===== src/rtl/mem_arbiter_pkg.sv =====
// Shared constants for the byte-serial memory bus arbiter: bus widths,
// FSM state encodings and MEM access size codes.
package mem_arbiter_pkg;

   localparam int unsigned InstAddrBus = 32;
   localparam int unsigned RegBus      = 32;

   typedef enum logic [1:0] {
      ArbIdle  = 2'd0,
      ArbIfRd  = 2'd1,
      ArbMemRd = 2'd2,
      ArbMemWr = 2'd3
   } arb_state_e;

   localparam logic [1:0] MemByte = 2'd0;
   localparam logic [1:0] MemHalf = 2'd1;
   localparam logic [1:0] MemWord = 2'd2;

   // Byte count of a transfer; the illegal size code 3 is treated as a word.
   function automatic logic [2:0] xfer_len(input logic [1:0] size);
      case (size)
         MemByte: return 3'd1;
         MemHalf: return 3'd2;
         MemWord: return 3'd4;
         default: return 3'd4;
      endcase
   endfunction

endpackage


===== src/rtl/mem_arbiter.sv =====
// Owns the byte-wide external memory bus: arbitrates IF fetches against MEM
// loads/stores and sequences each grant as byte-serial reads or writes.
module mem_arbiter
   import mem_arbiter_pkg::*;
(
   input  logic                   clk_in,
   input  logic                   rst_in,
   input  logic                   rdy_in,
   input  logic                   if_req_i,
   input  logic [InstAddrBus-1:0] if_addr_i,
   output logic                   if_done_o,
   output logic [RegBus-1:0]      if_rdata_o,
   input  logic                   mem_req_i,
   input  logic                   mem_we_i,
   input  logic [1:0]             mem_size_i,
   input  logic [InstAddrBus-1:0] mem_addr_i,
   input  logic [RegBus-1:0]      mem_wdata_i,
   output logic                   mem_done_o,
   output logic [RegBus-1:0]      mem_rdata_o,
   input  logic [7:0]             mem_din,
   output logic [7:0]             mem_dout,
   output logic [InstAddrBus-1:0] mem_a,
   output logic                   mem_wr,
   output logic                   busy_o
);

   arb_state_e state, state_nxt;

   logic [InstAddrBus-1:0] base;
   logic [2:0]             len;
   logic [3:0][7:0]        wdata;
   logic [3:0][7:0]        lanes;
   logic [3:0][7:0]        merged;
   logic [2:0]             issue;
   logic [2:0]             collect;
   logic [1:0]             a_tag, d_tag;
   logic                   a_live, d_live;
   logic                   replay;

   logic grant_if, grant_mem, issue_en, reissue, cap, fin_rd, fin_wr, abort;

   always_ff @(posedge clk_in) begin
      if (rst_in) begin
         state  <= ArbIdle;
         busy_o <= 1'b0;
      end else begin
         state  <= state_nxt;
         busy_o <= (state_nxt != ArbIdle);
      end
   end

   // Reads are tagged with the byte index on the bus, and a returning byte is
   // captured only when its tag matches the collect pointer, so a pause or a
   // replay can never land a byte in the wrong lane.
   always_comb begin
      state_nxt = state;
      grant_if  = 1'b0;
      grant_mem = 1'b0;
      issue_en  = 1'b0;
      reissue   = 1'b0;
      cap       = 1'b0;
      fin_rd    = 1'b0;
      fin_wr    = 1'b0;
      abort     = 1'b0;
      merged    = lanes;
      merged[collect[1:0]] = mem_din;
      if (rdy_in) begin
         case (state)
            ArbIdle: begin
               if (!if_done_o && !mem_done_o) begin
                  if (mem_req_i) begin
                     grant_mem = 1'b1;
                     state_nxt = mem_we_i ? ArbMemWr : ArbMemRd;
                  end else if (if_req_i) begin
                     grant_if  = 1'b1;
                     state_nxt = ArbIfRd;
                  end
               end
            end
            ArbIfRd, ArbMemRd: begin
               if (state == ArbIfRd && !if_req_i) begin
                  abort     = 1'b1;
                  state_nxt = ArbIdle;
               end else if (replay) begin
                  reissue = 1'b1;
               end else begin
                  issue_en = (issue < len);
                  cap      = d_live && (d_tag == collect[1:0]);
                  if (cap && collect == len - 3'd1) begin
                     fin_rd    = 1'b1;
                     state_nxt = ArbIdle;
                  end
               end
            end
            ArbMemWr: begin
               if (issue < len) begin
                  issue_en = 1'b1;
               end else begin
                  fin_wr    = 1'b1;
                  state_nxt = ArbIdle;
               end
            end
            default: state_nxt = ArbIdle;
         endcase
      end
   end

   always_ff @(posedge clk_in) begin
      if (rst_in) begin
         mem_a       <= '0;
         mem_dout    <= '0;
         mem_wr      <= 1'b0;
         if_done_o   <= 1'b0;
         mem_done_o  <= 1'b0;
         if_rdata_o  <= '0;
         mem_rdata_o <= '0;
         base        <= '0;
         len         <= '0;
         wdata       <= '0;
         lanes       <= '0;
         issue       <= '0;
         collect     <= '0;
         a_tag       <= '0;
         a_live      <= 1'b0;
         d_tag       <= '0;
         d_live      <= 1'b0;
         replay      <= 1'b0;
      end else begin
         replay <= !rdy_in;
         if (!rdy_in) begin
            mem_wr <= 1'b0;
         end else begin
            if_done_o  <= 1'b0;
            mem_done_o <= 1'b0;
            d_tag      <= a_tag;
            d_live     <= a_live;
            if (grant_if || grant_mem) begin
               base    <= grant_mem ? mem_addr_i : if_addr_i;
               len     <= grant_mem ? xfer_len(mem_size_i) : 3'd4;
               wdata   <= mem_wdata_i;
               lanes   <= '0;
               issue   <= 3'd1;
               collect <= '0;
               mem_a   <= grant_mem ? mem_addr_i : if_addr_i;
               a_tag   <= '0;
               a_live  <= !(grant_mem && mem_we_i);
               mem_wr  <= grant_mem && mem_we_i;
               if (grant_mem && mem_we_i) mem_dout <= mem_wdata_i[7:0];
            end
            if (reissue) begin
               mem_a <= base + 32'(collect);
               a_tag <= collect[1:0];
               issue <= collect + 3'd1;
            end
            if (issue_en) begin
               mem_a <= base + 32'(issue);
               a_tag <= issue[1:0];
               issue <= issue + 3'd1;
               if (state == ArbMemWr) begin
                  mem_dout <= wdata[issue[1:0]];
                  mem_wr   <= 1'b1;
               end
            end
            if (cap) begin
               lanes[collect[1:0]] <= mem_din;
               collect             <= collect + 3'd1;
            end
            if (fin_rd) begin
               a_live <= 1'b0;
               if (state == ArbIfRd) begin
                  if_rdata_o <= merged;
                  if_done_o  <= 1'b1;
               end else begin
                  mem_rdata_o <= merged;
                  mem_done_o  <= 1'b1;
               end
            end
            if (abort) a_live <= 1'b0;
            if (fin_wr) begin
               mem_wr     <= 1'b0;
               mem_done_o <= 1'b1;
            end
         end
      end
   end

endmodule


===== config.mk =====
export PLATFORM = sky130hd
export DESIGN_NAME = mem_arbiter
export DESIGN_NICKNAME = d
export VERILOG_FILES = /design/src/rtl/mem_arbiter_pkg.sv /design/src/rtl/mem_arbiter.sv
export SDC_FILE = /design/constraint.sdc
export NUM_CORES = 1
export LEC_CHECK = 0
export BUFFER_PORTS_ARGS = -buffer_cell sky130_fd_sc_hd__buf_2
export CORE_ASPECT_RATIO = 1.5
export CORE_MARGIN = 2
export CORE_UTILIZATION = 32
export DETAILED_ROUTE_END_ITERATION = 12
export PLACE_DENSITY = 0.47
export SYNTH_ARGS = -nofsm -noshare
export SYNTH_HDL_FRONTEND = slang
export SYNTH_SLANG_ARGS = --single-unit

===== constraint.sdc =====
create_clock -name clk_in -period 2.4 [get_ports clk_in]
set_clock_uncertainty 0.15 [all_clocks]
set_input_delay 0.12 -clock clk_in [delete_from_list [all_inputs] [get_ports clk_in]]
set_output_delay 0.12 -clock clk_in [all_outputs]
set_load 0.03 [all_outputs]

== Word-level counts from Yosys, hierarchy flattened ==
Index checks and enable logic that the tools add are counted.

* Bits in read-only memories: 0
* Memories kept: 0
* Output and inout port bits: 108
* Register bits after elaboration: 222
* Bits in writable memories: 0
* Bits of input ports: 112
* Logic and storage cells: 151
* Latch bits: 0

* Mux-type cells: 82
* Multipliers: 0
* Equality and inequality tests: 6
* Shifts and indexed selects: 0
* Add/subtract/negate cells: 5
* Bitwise gates (word level): 2
* Magnitude comparators: 4
* Reduce and logical (&&, ||, !) cells: 26
* Div/mod/pow operators: 0

{| class="wikitable"
|+ Operators with widths
! operator !! number
|-
| 32-bit two-way mux || 8
|-
| 32-bit by 3-bit adder with 32-bit output || 2
|-
| 32-bit bitwise mux || 2
|-
| 8-bit two-way mux || 6
|-
| 1-bit two-way mux || 44
|-
| 2-bit two-way mux || 11
|-
| 3-bit two-way mux || 6
|-
| 8-bit binary-select mux with 2-bit select || 1
|-
| 8-bit demux with 2-bit select || 1
|-
| 2-bit AND reduction || 4
|-
| 3-bit by 1-bit adder with 3-bit output, second input constant || 2
|-
| 1-bit logical AND || 6
|-
| 2-bit by 3-bit less-than comparator with 1-bit output, second input constant || 2
|-
| 2-bit case mux with 3 select lines || 1
|-
| 3-bit case mux with 2 select lines || 1
|-
| 3-bit AND reduction || 2
|-
| 3-bit nonzero test || 2
|-
| 1-bit zero test || 5
|-
| 2-bit by 1-bit == test with 1-bit output, second input constant || 2
|-
| 2-bit == test, second input constant || 2
|-
| 2-bit zero test || 2
|-
| 2-bit nonzero test || 2
|-
| 3-bit == test || 1
|-
| 3-bit less-than comparator || 1
|-
| other kinds (8) || 9
|}

== Longest topological paths before layout ==
Gate-level depths: netlist of run 1.

* Depth in word-level cells: 11
* Gate-level depth with buffers: 12

== Worst setup path after synthesis of run 1 ==
OpenSTA, ideal clock, no wires.

* Kind: reg2reg
* From: reg len[2]
* To: reg a_tag[0]
* Cell stages (with the launch flop): 10
* Setup time: 128 ps
* Data arrival time: 1,933 ps
* Clock period less this slack: 2,211 ps
* Buffers on the path: 1
* Path slack: 189 ps
* Required time: 2,122 ps
* Cells stage by stage: dfxtp_1 > inv_1 > ha_1 > a21oi_1 > o211ai_1 > o21ai_0 > nor2_1 > buf_2 > a222oi_1 > nor2_1

* Longest elaborated chain between the ends: 7
* Elaborated cells on any way between the ends: 9
* Classes of those cells: order compare: 1; mux: 6; reduce/logical: 2

{| class="wikitable"
|+ Ends and longest elaborated chain
! element !! RTL line !! text
|-
| start: declaration || mem_arbiter.sv:30 || <nowiki>logic [2:0] len;</nowiki>
|-
| start signal: assignment || mem_arbiter.sv:139 || <nowiki>len <= grant_mem ? xfer_len(mem_size_i) : 3'd4;</nowiki>
|-
| 3-bit less-than comparator * || mem_arbiter.sv:87, mem_arbiter.sv:96 ||
|-
| 1-bit two-way mux || mem_arbiter.sv:84 || <nowiki>end else if (replay) begin</nowiki>
|-
| 1-bit two-way mux || mem_arbiter.sv:81 || <nowiki>if (state == ArbIfRd && !if_req_i) begin</nowiki>
|-
| 1-bit case mux with 2 select lines * || mem_arbiter.sv:68 || <nowiki>case (state)</nowiki>
|-
| 1-bit two-way mux * || mem_arbiter.sv:67 || <nowiki>if (rdy_in) begin</nowiki>
|-
| 3-bit nonzero test (no source line) || - ||
|-
| 2-bit AND reduction (no source line) || - ||
|-
| end signal: assignment || mem_arbiter.sv:152 || <nowiki>a_tag <= collect[1:0];</nowiki>
|-
| end signal: assignment || mem_arbiter.sv:157 || <nowiki>a_tag <= issue[1:0];</nowiki>
|-
| end: declaration || mem_arbiter.sv:36 || <nowiki>logic [1:0] a_tag, d_tag;</nowiki>
|}

Mark *: on every way between the ends. The rest lies on a longest branch, timed or not.
A chain may end at the register's enable or synchronous reset.

== Final worst setup path of run 1 ==
* From: reg state[1]
* To: reg mem_a[10]

* Longest elaborated chain between the ends: 7
* Elaborated cells on any way between the ends: 23
* Classes of those cells: eq/ne: 3; mux: 14; reduce/logical: 6

{| class="wikitable"
|+ Ends and longest elaborated chain
! element !! RTL line !! text
|-
| start: declaration || mem_arbiter.sv:27 || <nowiki>arb_state_e state, state_nxt;</nowiki>
|-
| start signal: assignment || mem_arbiter.sv:44 || <nowiki>state <= ArbIdle;</nowiki>
|-
| start signal: assignment || mem_arbiter.sv:47 || <nowiki>state <= state_nxt;</nowiki>
|-
| 2-bit by 1-bit == test with 1-bit output or 2-bit zero test (tied branches) || mem_arbiter.sv:68, mem_arbiter.sv:81 ||
|-
| 1-bit logical AND or 1-bit two-way mux (tied branches) || mem_arbiter.sv:81, mem_arbiter.sv:68 ||
|-
| 1-bit two-way mux (on tied branches) || mem_arbiter.sv:81, mem_arbiter.sv:67 ||
|-
| 1-bit case mux with 2 select lines, or another cell as far along || mem_arbiter.sv:68 ||
|-
| 1-bit two-way mux or 32-bit two-way mux (tied branches) || mem_arbiter.sv:67, mem_arbiter.sv:137 ||
|-
| 3-bit nonzero test (no source line) or 32-bit two-way mux (tied branches) || - ||
|-
| 2-bit AND reduction (no source line) or 32-bit two-way mux (tied branches) || - ||
|-
| end signal: assignment || mem_arbiter.sv:144 || <nowiki>mem_a <= grant_mem ? mem_addr_i : if_addr_i;</nowiki>
|-
| end signal: assignment || mem_arbiter.sv:151 || <nowiki>mem_a <= base + 32'(collect);</nowiki>
|-
| end signal: assignment || mem_arbiter.sv:156 || <nowiki>mem_a <= base + 32'(issue);</nowiki>
|-
| end: declaration || mem_arbiter.sv:22 || <nowiki>output logic [InstAddrBus-1:0] mem_a,</nowiki>
|}

Several ways; a longest one is shown, not always the timed one. The select of a mux whose other input is x is not followed.

==> impl_metrics.yaml, run 1 <==
logic_synthesis:
  synth_ff_type: "dfxtp_1"
  synth-seq-cells: 222
  ys_seq_area_share_pct: 40.6
  synth_nets: 1446
  avgSynthCellArea_um2: 8.33
  synth_area_leaders: "dfxtp_1 (41%), a211oi_1 (6.6%), nand2_1 (6.3%)"
  ys_warn_count: 0
  async_reset_ff_share_pct: 0
  synth_edf_count: 0
  synthCells: 1314
  synthDistinctLibCells: 72
  synth_area_leader_cell: "dfxtp_1"
  synth_area_um2: 10900
  synth_top_area_share_pct: 40.6
clock_tree:
  cts_tree: "built"
  cts_root_buf: "clkbuf_16"
  insertion_delay_ns: 0.54
  cts_buffer_depth: 3
  cts_num_sinks: 222
  cts_buffers: 24
  clkTransAtPathRegs_ns: 0.06
  htreeDepth: 1
sta:
  maxSlewHeadroom_pct: 54.7
  setup_viol: 0
  whs_ns: 0.0218
  finalMaxSlewViolations: 0
  worst_slew_pin_slew_ns: 0.680
  finalCriticalPeriod_ns: 2.35
  hold_viol: 0
  finalCritPeriodShare_pct: 97.8
  setup-tns-final_ns: 0
  clock.fmax_mhz: 426
  rsz0062_at_grt: "true"
critical_path:
  cp-startpoint: "state[1]$_SDFF_PP0_"
  path_max_fanout: 7
  cp-end-kind: "flop"
  worst_path_most_repeated_cell: "buf_4"
  slowest_delay_ns: 0.34
  crit-reg2reg-launch: "state[1]$_SDFF_PP0_"
  critPathKind: "reg -> reg"
  critPathLaunchType: "flop"
  crit_slowest_cell: "dfxtp_1"
  crit_required_ns: 2.71
  critical_path.cell_chain: "inv_1 -> ha_1 -> and4_2 -> buf_4 -> a21oi_2 -> buf_4 -> buf_4 -> nand2_1 -> a211oi_2"
  cp.arrival_ns: 2.65
job:
  drv_cap: 0
run_status:
  outcome: "complete, no violations"
hold_path:
  min_path_type: "in -> reg"
  min_from: "if_addr_i[7]"
placed_design:
  dp_cells: 1985
  hpwl_mm: 29.4
  port_buffers: 219
  gp_congestion: 0.965
routing:
  post_drt_wl_per_cell_um: 19.0
  wl_mm: 40.9
  drcViolationCount: 0
  ant_nets: 0
  viasPerCell: 5.21
  drtPass1Iterations: 5
  num_vias: 11200
  detail_route.iter0.violations: 486
floorplanning:
  core_region_area_um2: 33500
  start_util_pct: 32.6
  die-height_um: 230
  rows: 82
  die_area_um2: 35700
  io-pin-count: 220
  fp.dieW_um: 155
final_layout:
  fin_nets: 1849
  fin_util_pct: 46.9
  syn2layout_area_growth_pct: 44.0
  num_antenna_cells: 0
  drive_gt1_share_pct: 28.9
  final_cells: 2153
grt:
  grt_max_degree: 95
  grt_pass1_wl_mm: 61.5
  grt_pass1_vias: 11100
  grtUsageTotal_pct: 21.8
  antenna_found_initial: 0
  grt_overflow: 0
pwr:
  cellPowerDensity_nw_per_um2: 623
  p_leak_nw: 6.57
  ir_drop_uv: 519
==> cells in the final DEF, fill, tap and decap left out, types with 4 or more instances in the layout <==
cell,count
o221ai_1,5
mux2i_1,55
mux4_2,8
nand4_1,23
o211a_1,10
xnor2_1,22
nor3_1,21
dfxtp_1,215
nand3_1,71
a21oi_1,99
a211oi_2,5
bufinv_16,5
clkbuf_8,7
ha_1,15
inv_1,13
a31oi_1,5
and3_1,12
and2_1,6
nor2_1,152
dfxtp_2,6
a22o_1,4
buf_12,16
a22oi_1,11
o21ai_0,23
buf_4,146
dlygate4sd3_1,107
o211ai_1,13
a311oi_1,12
buf_6,5
buf_2,218
o22ai_1,9
xor2_1,16
clkbuf_16,29
nand2_1,181
a211oi_1,92
==> per-layer routing <==
metal / vias to the layer above / share of wire, % / GRT usage (%)
met1: 5269 / 37 / 23.2
met3: 104 / 4.2 / 2.82
met5: - / 0 / 0
met2: 336 / 53 / 41.3
li1: 5499 / - / -
met4: 0 / 5.3 / 11.7
==> worst paths after layout <==
kind,end,slack (ns),depth (start not counted)
worst min register to register,wdata[12]$_SDFFE_PP0P_,0.30,2
worst min-delay path,base[7]$_SDFFE_PP0P_,0.02,5
worst max-delay path,mem_a[10]$_SDFFE_PP0P_,0.05,9
worst max register to register,mem_a[10]$_SDFFE_PP0P_,0.05,9
==> cell type report <==
type	instances	area, um2
inverters	15	56.3
repair buffers	497	3750
well taps	420	526
flip-flops and latches	222	4460
multi-input cells	957	6070
clock inverters	8	171
fillers	3277	17800
clock buffers	34	729
==> synth_stat cells (8+ instances only) <==
| master | number |
|---|---|
| mux4_2 | 8 |
| nor3_1 | 22 |
| ha_1 | 18 |
| mux2i_1 | 55 |
| a211oi_1 | 96 |
| and2_1 | 8 |
| dfxtp_1 | 222 |
| nor2_1 | 155 |
| nand4_1 | 23 |
| o211a_1 | 10 |
| nand3_1 | 73 |
| o211ai_1 | 13 |
| clkbuf_1 | 52 |
| a311oi_1 | 12 |
| buf_2 | 28 |
| xor2_1 | 16 |
| a21oi_1 | 103 |
| a22oi_1 | 11 |
| buf_1 | 27 |
| inv_1 | 15 |
| o22ai_1 | 9 |
| xnor2_1 | 22 |
| nand2_1 | 183 |
| and3_1 | 12 |
| o21ai_0 | 27 |
==> state kept, by name (all words and copies together), names as in the netlist <==
register / cells
state: 2
issue: 3
wdata: 32
if_rdata_o: 32
len: 3
replay: 1
mem_a: 32
a_tag: 2
d_live: 1
if_done_o: 1
a_live: 1
mem_wr: 1
d_tag: 2
base: 32
mem_rdata_o: 32
mem_done_o: 1
collect: 3
lanes: 32
mem_dout: 8
busy_o: 1
==> critical path, delay by kind of cell (launching register included) <==
family | cells | cell delay (ns)
adder cells (fa/ha/maj) | 1 | 0.33
flip-flops | 1 | 0.34
AO/OA/AOI/OAI | 2 | 0.37
buffers and inverters | 4 | 0.61
AND/OR/NAND/NOR | 2 | 0.46
==> cell families (layout without fill, tap and decap cells) <==
family / after synthesis / count (layout) / synth area share (%)
XOR/XNOR: 39 / 39 / 3.26
multiplexers: 64 / 64 / 6.78
buffers and inverters: 135 / 554 / 5.54
AND/OR/NAND/NOR: 504 / 504 / 21.0
adder cells (fa/ha/maj): 20 / 20 / 2.42
AO/OA/AOI/OAI: 330 / 330 / 20.4
flip-flops: 222 / 222 / 40.6
==> stage by stage <==
stage,total power [W],setup slack [ns],area [um2]
global placement,0.00548,-0.0846,13400
CTS,0.00988,0.00681,15400
finish,0.00981,0.0537,15800
floorplan,0.00484,0.189,10900
global route,0.0102,-0.0375,15800
detailed placement,0.00549,-0.190,13400
==> power breakdown <==
group	leakage (nW)	switching (W)	internal (W)
Sequential	1.81	0.000132	0.00385
Combinational	4.32	0.000900	0.000707
Clock	0.445	0.00158	0.00265
Total	6.57	0.00261	0.00720
==> what timing repair did <==
action                                  4_1_cts  5_1_grt
gates cloned                                  0        5
pin swaps                                     2       14
hold buffers                                107        0
buffers inserted                              0       14
resized for setup                            12       37
endpoints found under the setup margin       13      106
hold endpoints to repair                    176        0
No activity file was read; power rests on OpenSTA's default activity.
==> run 2, diff against run 1 <==
--- a/config.mk
+++ b/config.mk
@@ -5,6 +5,7 @@
 export SDC_FILE = /design/constraint.sdc
 export NUM_CORES = 1
 export LEC_CHECK = 0
+export ABC_AREA = 1
 export BUFFER_PORTS_ARGS = -buffer_cell sky130_fd_sc_hd__buf_2
 export CORE_ASPECT_RATIO = 1.5
 export CORE_MARGIN = 2
==> run 2 against run 1 <==
Net effect:
- routed wire length increased by 4.4%
- die area increased by 5.3%
- synthesized area increased by 5.5%
- final area decreased by 1.9%
- sequential share of layout area increased by 0.47 points
- highest routed layer unchanged
==> impl_metrics.yaml, run 2 <==
run_status:
  outcome: "complete, no violations"
sta:
  maxSlewHeadroom_pct: 57.8
  finalCriticalPeriod_ns: 2.32
  setup_ws_ns: 0.0848
  finalCritPeriodShare_pct: 96.5
  finalMaxSlewViolations: 0
  worst_slew_pin_slew_ns: 0.633
  setup_viol: 0
  clock.fmax_mhz: 432
  hold_viol: 0
pwr:
  p_sw_w: 0.00274
  ir_drop_uv: 497
  cellPowerDensity_nw_per_um2: 623
  pwr-share-seq_pct: 41.9
  p_sw_share_pct: 28.4
  p_clk_share_pct: 42.3
  power.share.combinational_pct: 15.8
  p_leak_nw: 7.18
  internal_power_w: 0.00689
logic_synthesis:
  yosys-top-cells-count: "nand2_1 (394), nor2_1 (254), o21ai_0 (242)"
  ys_seq_area_share_pct: 38.5
  synth_area_leaders: "dfxtp_1 (39%), nand2_1 (13%), o21ai_0 (10%)"
  synth_ff_type: "dfxtp_1"
  ys_warn_count: 0
  synth_area_leader_cell: "dfxtp_1"
  synth_top_area_share_pct: 38.5
  synthCells: 1753
  synth_area_um2: 11500
  async_reset_ff_share_pct: 0
  avgSynthCellArea_um2: 6.58
  synth.most_common_cell: "nand2_1"
  synth_edf_count: 0
  synth_nets: 1885
  synth-seq-cells: 222
  synthDistinctLibCells: 37
grt:
  grt_pass1_wl_mm: 66.1
  grtUsageTotal_pct: 21.8
  grt_max_degree: 107
  grt_overflow: 0
  antenna_found_initial: 0
  grt_pass1_vias: 12400
critical_path:
  crit_required_ns: 2.73
  path_max_fanout: 11
  cp-end-kind: "flop"
  cp.arrival_ns: 2.64
  critPathKind: "reg -> reg"
  critPathLaunchType: "flop"
  reg2reg_slack_ns: 0.08
final_layout:
  fin_util_pct: 43.3
  num_antenna_cells: 0
  fin_nets: 2217
  syn2layout_area_growth_pct: 34.0
  drive_gt1_share_pct: 17.6
  layout_commonest_cell: "nand2_1"
  final_cell_mix: "nand2_1 (392), nor2_1 (251), o21ai_0 (238)"
routing:
  ant_nets: 0
  viasPerCell: 4.80
  drtPass1Iterations: 4
  drcViolationCount: 0
  detail_route.iter0.violations: 590
  num_vias: 12400
  wl_mm: 42.7
  post_drt_wl_per_cell_um: 16.5
floorplanning:
  start_util_pct: 32.3
  core_region_area_um2: 35700
  die-height_um: 237
  die_area_um2: 37600
  fp.dieW_um: 159
  io-pin-count: 220
  rows: 85
placed_design:
  hpwl_mm: 30.3
  pre_cts_ws_ns: 0.103
  port_buffers: 219
  gp_congestion: 0.933
clock_tree:
  clkTransAtPathRegs_ns: 0.06
  cts_num_sinks: 222
  cts_root_buf: "clkbuf_16"
  insertion_delay_ns: 0.55
  cts_tree: "built"
  cts_buffer_depth: 3
  cts_buffers: 26
  htreeDepth: 1
hold_path:
  min_path_type: "in -> reg"
job:
  drv_cap: 0
run 2: final timing paths:
| check | start | to | cells past startpoint |
|---|---|---|---|
| worst min register to register | a_live$_SDFFE_PP0P_ | d_live$_SDFFE_PP0P_ | 1 |
| worst max register to register | mem_done_o$_SDFFE_PP0P_ | base[9]$_SDFFE_PP0P_ | 9 |
| worst max-delay path | mem_done_o$_SDFFE_PP0P_ | base[9]$_SDFFE_PP0P_ | 9 |
| worst min-delay path | if_addr_i[20] | mem_a[20]$_SDFFE_PP0P_ | 9 |
run 2: timing repair:
action | in CTS | in global routing
setup endpoints to repair | 0 | 25
hold buffers | 110 | 0
endpoints found under the hold margin | 186 | 0
resized for setup | 0 | 12
setup buffers | 0 | 1
run 2: metrics by stage:
step | cell area, um2 | power (W) | hold slack, ns | setup TNS, ns | std cells
global route | 15500 | 0.0101 | 0.0760 | -0.0122 | 2581
detailed placement | 13400 | 0.00547 | 0.206 | 0 | 2422
CTS | 15400 | 0.00973 | 0.0113 | 0 | 2578
floorplan | 11500 | 0.00492 | 0.0641 | 0 | 1753
global placement | 13400 | 0.00546 | 0.199 | 0 | 2422
finish | 15500 | 0.00963 | 0.0276 | 0 | 2581
run 2: kinds of logic (layout without fill, tap and decap cells):
kind of cell	count (synthesis)	after routing	share of synthesized area, %
compound gates	399	399	18.7
xor+xnor	19	19	1.44
fa+ha+maj	20	20	2.30
buf+inv	280	630	10.0
flops	222	222	38.5
simple gates	813	813	29.1
run 2: power groups by stage:
stage          sequential (W)  combinational, W  clock (W)
6_report              0.00403           0.00152    0.00408
5_1_grt               0.00405           0.00170    0.00432
4_1_cts               0.00403           0.00151    0.00419
3_5_place_dp          0.00411           0.00136          0
3_3_place_gp          0.00411           0.00135          0
2_1_floorplan         0.00418          0.000739          0
run 2: layout make-up:
type	count	area (um2)
clock buffers	37	763
clock inverters	9	105
fillers	3847	20300
inverters	187	704
multi-input cells	1251	5980
flip-flops and latches	222	4440
well taps	478	598
repair buffers	397	2860
run 2: metal layers:
layer | track usage, % | up-vias | routed length [um]
li1 | - | 6347 | -
met1 | 24.1 | 5674 | 16900
met2 | 42.4 | 291 | 22700
met5 | 0 | - | 0
met4 | 9.06 | 0 | 1640
met3 | 1.96 | 88 | 1460
run 2: worst max-delay path: stages (launching register included):
cell and delay (ns):
dfxtp_1 0.33, nor2_1 0.16, nand2_1 0.19, nor2_4 0.19, buf_12 0.17, buf_4 0.16, nand2_1 0.05, and2_1 0.16
dlygate4sd3_1 0.56, a21oi_1 0.12
==> run 3, diff against run 2 <==
--- a/config.mk
+++ b/config.mk
@@ -5,13 +5,11 @@
 export SDC_FILE = /design/constraint.sdc
 export NUM_CORES = 1
 export LEC_CHECK = 0
-export ABC_AREA = 1
 export BUFFER_PORTS_ARGS = -buffer_cell sky130_fd_sc_hd__buf_2
-export CORE_ASPECT_RATIO = 1.5
 export CORE_MARGIN = 2
-export CORE_UTILIZATION = 32
+export CORE_UTILIZATION = 45
 export DETAILED_ROUTE_END_ITERATION = 12
-export PLACE_DENSITY = 0.47
+export PLACE_DENSITY = 0.63
 export SYNTH_ARGS = -nofsm -noshare
 export SYNTH_HDL_FRONTEND = slang
 export SYNTH_SLANG_ARGS = --single-unit
==> run 3 against run 2 <==
Net effect:
- maximum frequency is 2.3% lower
- total power is 1.4% lower
- sequential cell count stayed put
- sequential power is 1% lower
- worst setup slack worse by 0.054 ns
- combinational power is 3% higher
- non-clock buffer count is 69 higher
- largest cell class unchanged
==> impl_metrics.yaml, run 3 (same netlist as run 1, synthesis figures left out) <==
floorplanning:
  io-pin-count: 220
  fp.dieW_um: 160
  die-height_um: 160
  rows: 57
  core_region_area_um2: 24100
  start_util_pct: 45.4
  die_area_um2: 25600
grt:
  grt_pass1_wl_mm: 58.3
  grtUsageTotal_pct: 28.1
  grt_pass1_vias: 10900
  grt_overflow: 0
  grt_max_degree: 115
  use_met2_pct: 45.0
  use_met1_pct: 38.6
  use_met3_pct: 5.95
  antenna_found_initial: 2
  top_usage_layer: "met2"
sta:
  maxSlewHeadroom_pct: 60.6
  finalCriticalPeriod_ns: 2.37
  worst_slew_pin_slew_ns: 0.586
  hold_viol: 0
  setup-tns-final_ns: 0
  finalMaxSlewViolations: 0
  finalCritPeriodShare_pct: 98.7
  rsz0062_at_grt: "true"
  clock.fmax_mhz: 422
  setup_viol: 0
run_status:
  outcome: "complete, no violations"
hold_path:
  whs_path_depth: 4
  min_path_type: "in -> reg"
final_layout:
  layout_commonest_cell: "buf_2"
  drive_gt1_share_pct: 27.9
  stdcell_area_um2: 15300
  nFillCells: 2109
  final_cells: 2030
  fin_nets: 1820
  seq_area_um2: 4450
  final_cell_mix: "buf_2 (218), dfxtp_1 (217), nand2_1 (180)"
  syn2layout_area_growth_pct: 39.7
  multi_input_area_um2: 6110
clock_tree:
  clkTransAtPathRegs_ns: 0.06
  cts_num_sinks: 222
  insertion_delay_ns: 0.53
  cts_tree: "built"
  htreeDepth: 1
  cts_root_buf: "clkbuf_16"
  cts_buffer_depth: 3
  cts_buffers: 25
routing:
  viasPerCell: 5.62
  num_vias: 11400
  detail_route.iter0.violations: 853
  ant_nets: 0
  post_drt_wl_per_cell_um: 18.7
  wl_mm: 37.9
  drtPass1Iterations: 6
  drcViolationCount: 0
critical_path:
  worst_path_most_repeated_cell: "o211ai_1"
  path_max_fanout: 5
  crit_slowest_cell: "a2111o_1"
  critPathKind: "reg -> reg"
  slowest_delay_ns: 0.47
  critical_path.cell_chain: "inv_2 -> ha_4 -> nand2_4 -> o211ai_1 -> o211ai_1 -> a2111o_1 -> nand4_1 -> a21oi_1"
  cp-end-kind: "flop"
  r2r.worst_path.cells: 8
  critPathLaunchType: "flop"
  cp.arrival_ns: 2.61
  crit_required_ns: 2.64
job:
  drv_cap: 0
pwr:
  p_leak_nw: 6.38
  ir_drop_uv: 488
  cellPowerDensity_nw_per_um2: 621
placed_design:
  port_buffers: 219
  dp_cells: 1857
  postPlaceCellArea_um2: 13000
  hpwl_mm: 25.7
  gp_congestion: 0.928
## run 3: cell count changes in the layout (fill, tap and decap cells not counted), sizes merged, moves of 17 or more
cell	previous run	this run
nand2	397	183
xnor2	5	22
o21ai	255	29
nor2	265	155
mux2i	0	55
nand3	135	73
nor3	3	25
a31oi	23	6
buf	285	357
nand4	2	26
a211oi	0	97
a21oi	70	105
inv	188	16
## run 3: worst paths after layout
check	slack [ns]	from	to
hold / removal	0.02	if_addr_i[8]	base[8]$_SDFFE_PP0P_
setup / recovery	0.03	len[2]$_SDFFE_PP0P_	mem_a[30]$_SDFFE_PP0P_
hold reg to reg	0.30	wdata[0]$_SDFFE_PP0P_	wdata[0]$_SDFFE_PP0P_
setup reg to reg	0.03	len[2]$_SDFFE_PP0P_	mem_a[30]$_SDFFE_PP0P_
## run 3: final cells by class
cell class	instances	area share, %
antenna	1	0.0164
clock buffer	34	4.77
clock inverter	10	0.794
inverter	15	0.368
multi-input combinational	958	40.0
sequential	222	29.1
tap	324	2.65
timing repair buffer	466	22.3
## run 3: power by group
group          leakage [nW]  switching, W  internal [W]
logic                  4.15      0.000896      0.000678
registers              1.81      0.000126       0.00385
clock network         0.423       0.00160       0.00235
total                  6.38       0.00262       0.00688
## run 3: layer usage
| layer | wire, um | up-vias |
|---|---|---|
| li1 | - | 5458 |
| met1 | 16700 | 5393 |
| met2 | 17200 | 478 |
| met3 | 3230 | 71 |
| met4 | 750 | 0 |
| met5 | 0 | - |
## run 3: per-stage QoR
step	setup slack, ns	util, %	hold slack, ns	total power, W
final	0.0307	63.4	0.0189	0.00950
after global routing	-0.0631	63.4	0.0373	0.00987
after CTS	0.0154	61.8	0.00361	0.00948
after detailed placement	-0.0797	53.7	0.218	0.00541
after global placement	-0.0441	53.7	0.214	0.00540
after floorplan	0.189	-	0.106	0.00484
## run 3: what timing repair did
| action | in CTS | in global routing |
|---|---|---|
| setup endpoints to repair | 9 | 102 |
| gates cloned | 0 | 4 |
| hold buffers | 106 | 0 |
| endpoints found under the hold margin | 184 | 0 |
| pin swaps | 3 | 19 |
| setup buffers | 3 | 15 |
| resized for setup | 3 | 50 |
## run 3: critical path, delay by kind of cell, from the launching register on
family	cells	cell delay, ns
adders and majority gates	1	0.29
buffers and inverters	1	0.05
AOI/OAI and AO/OA	4	1.24
and+or+nand+nor	2	0.16
DFF	1	0.33
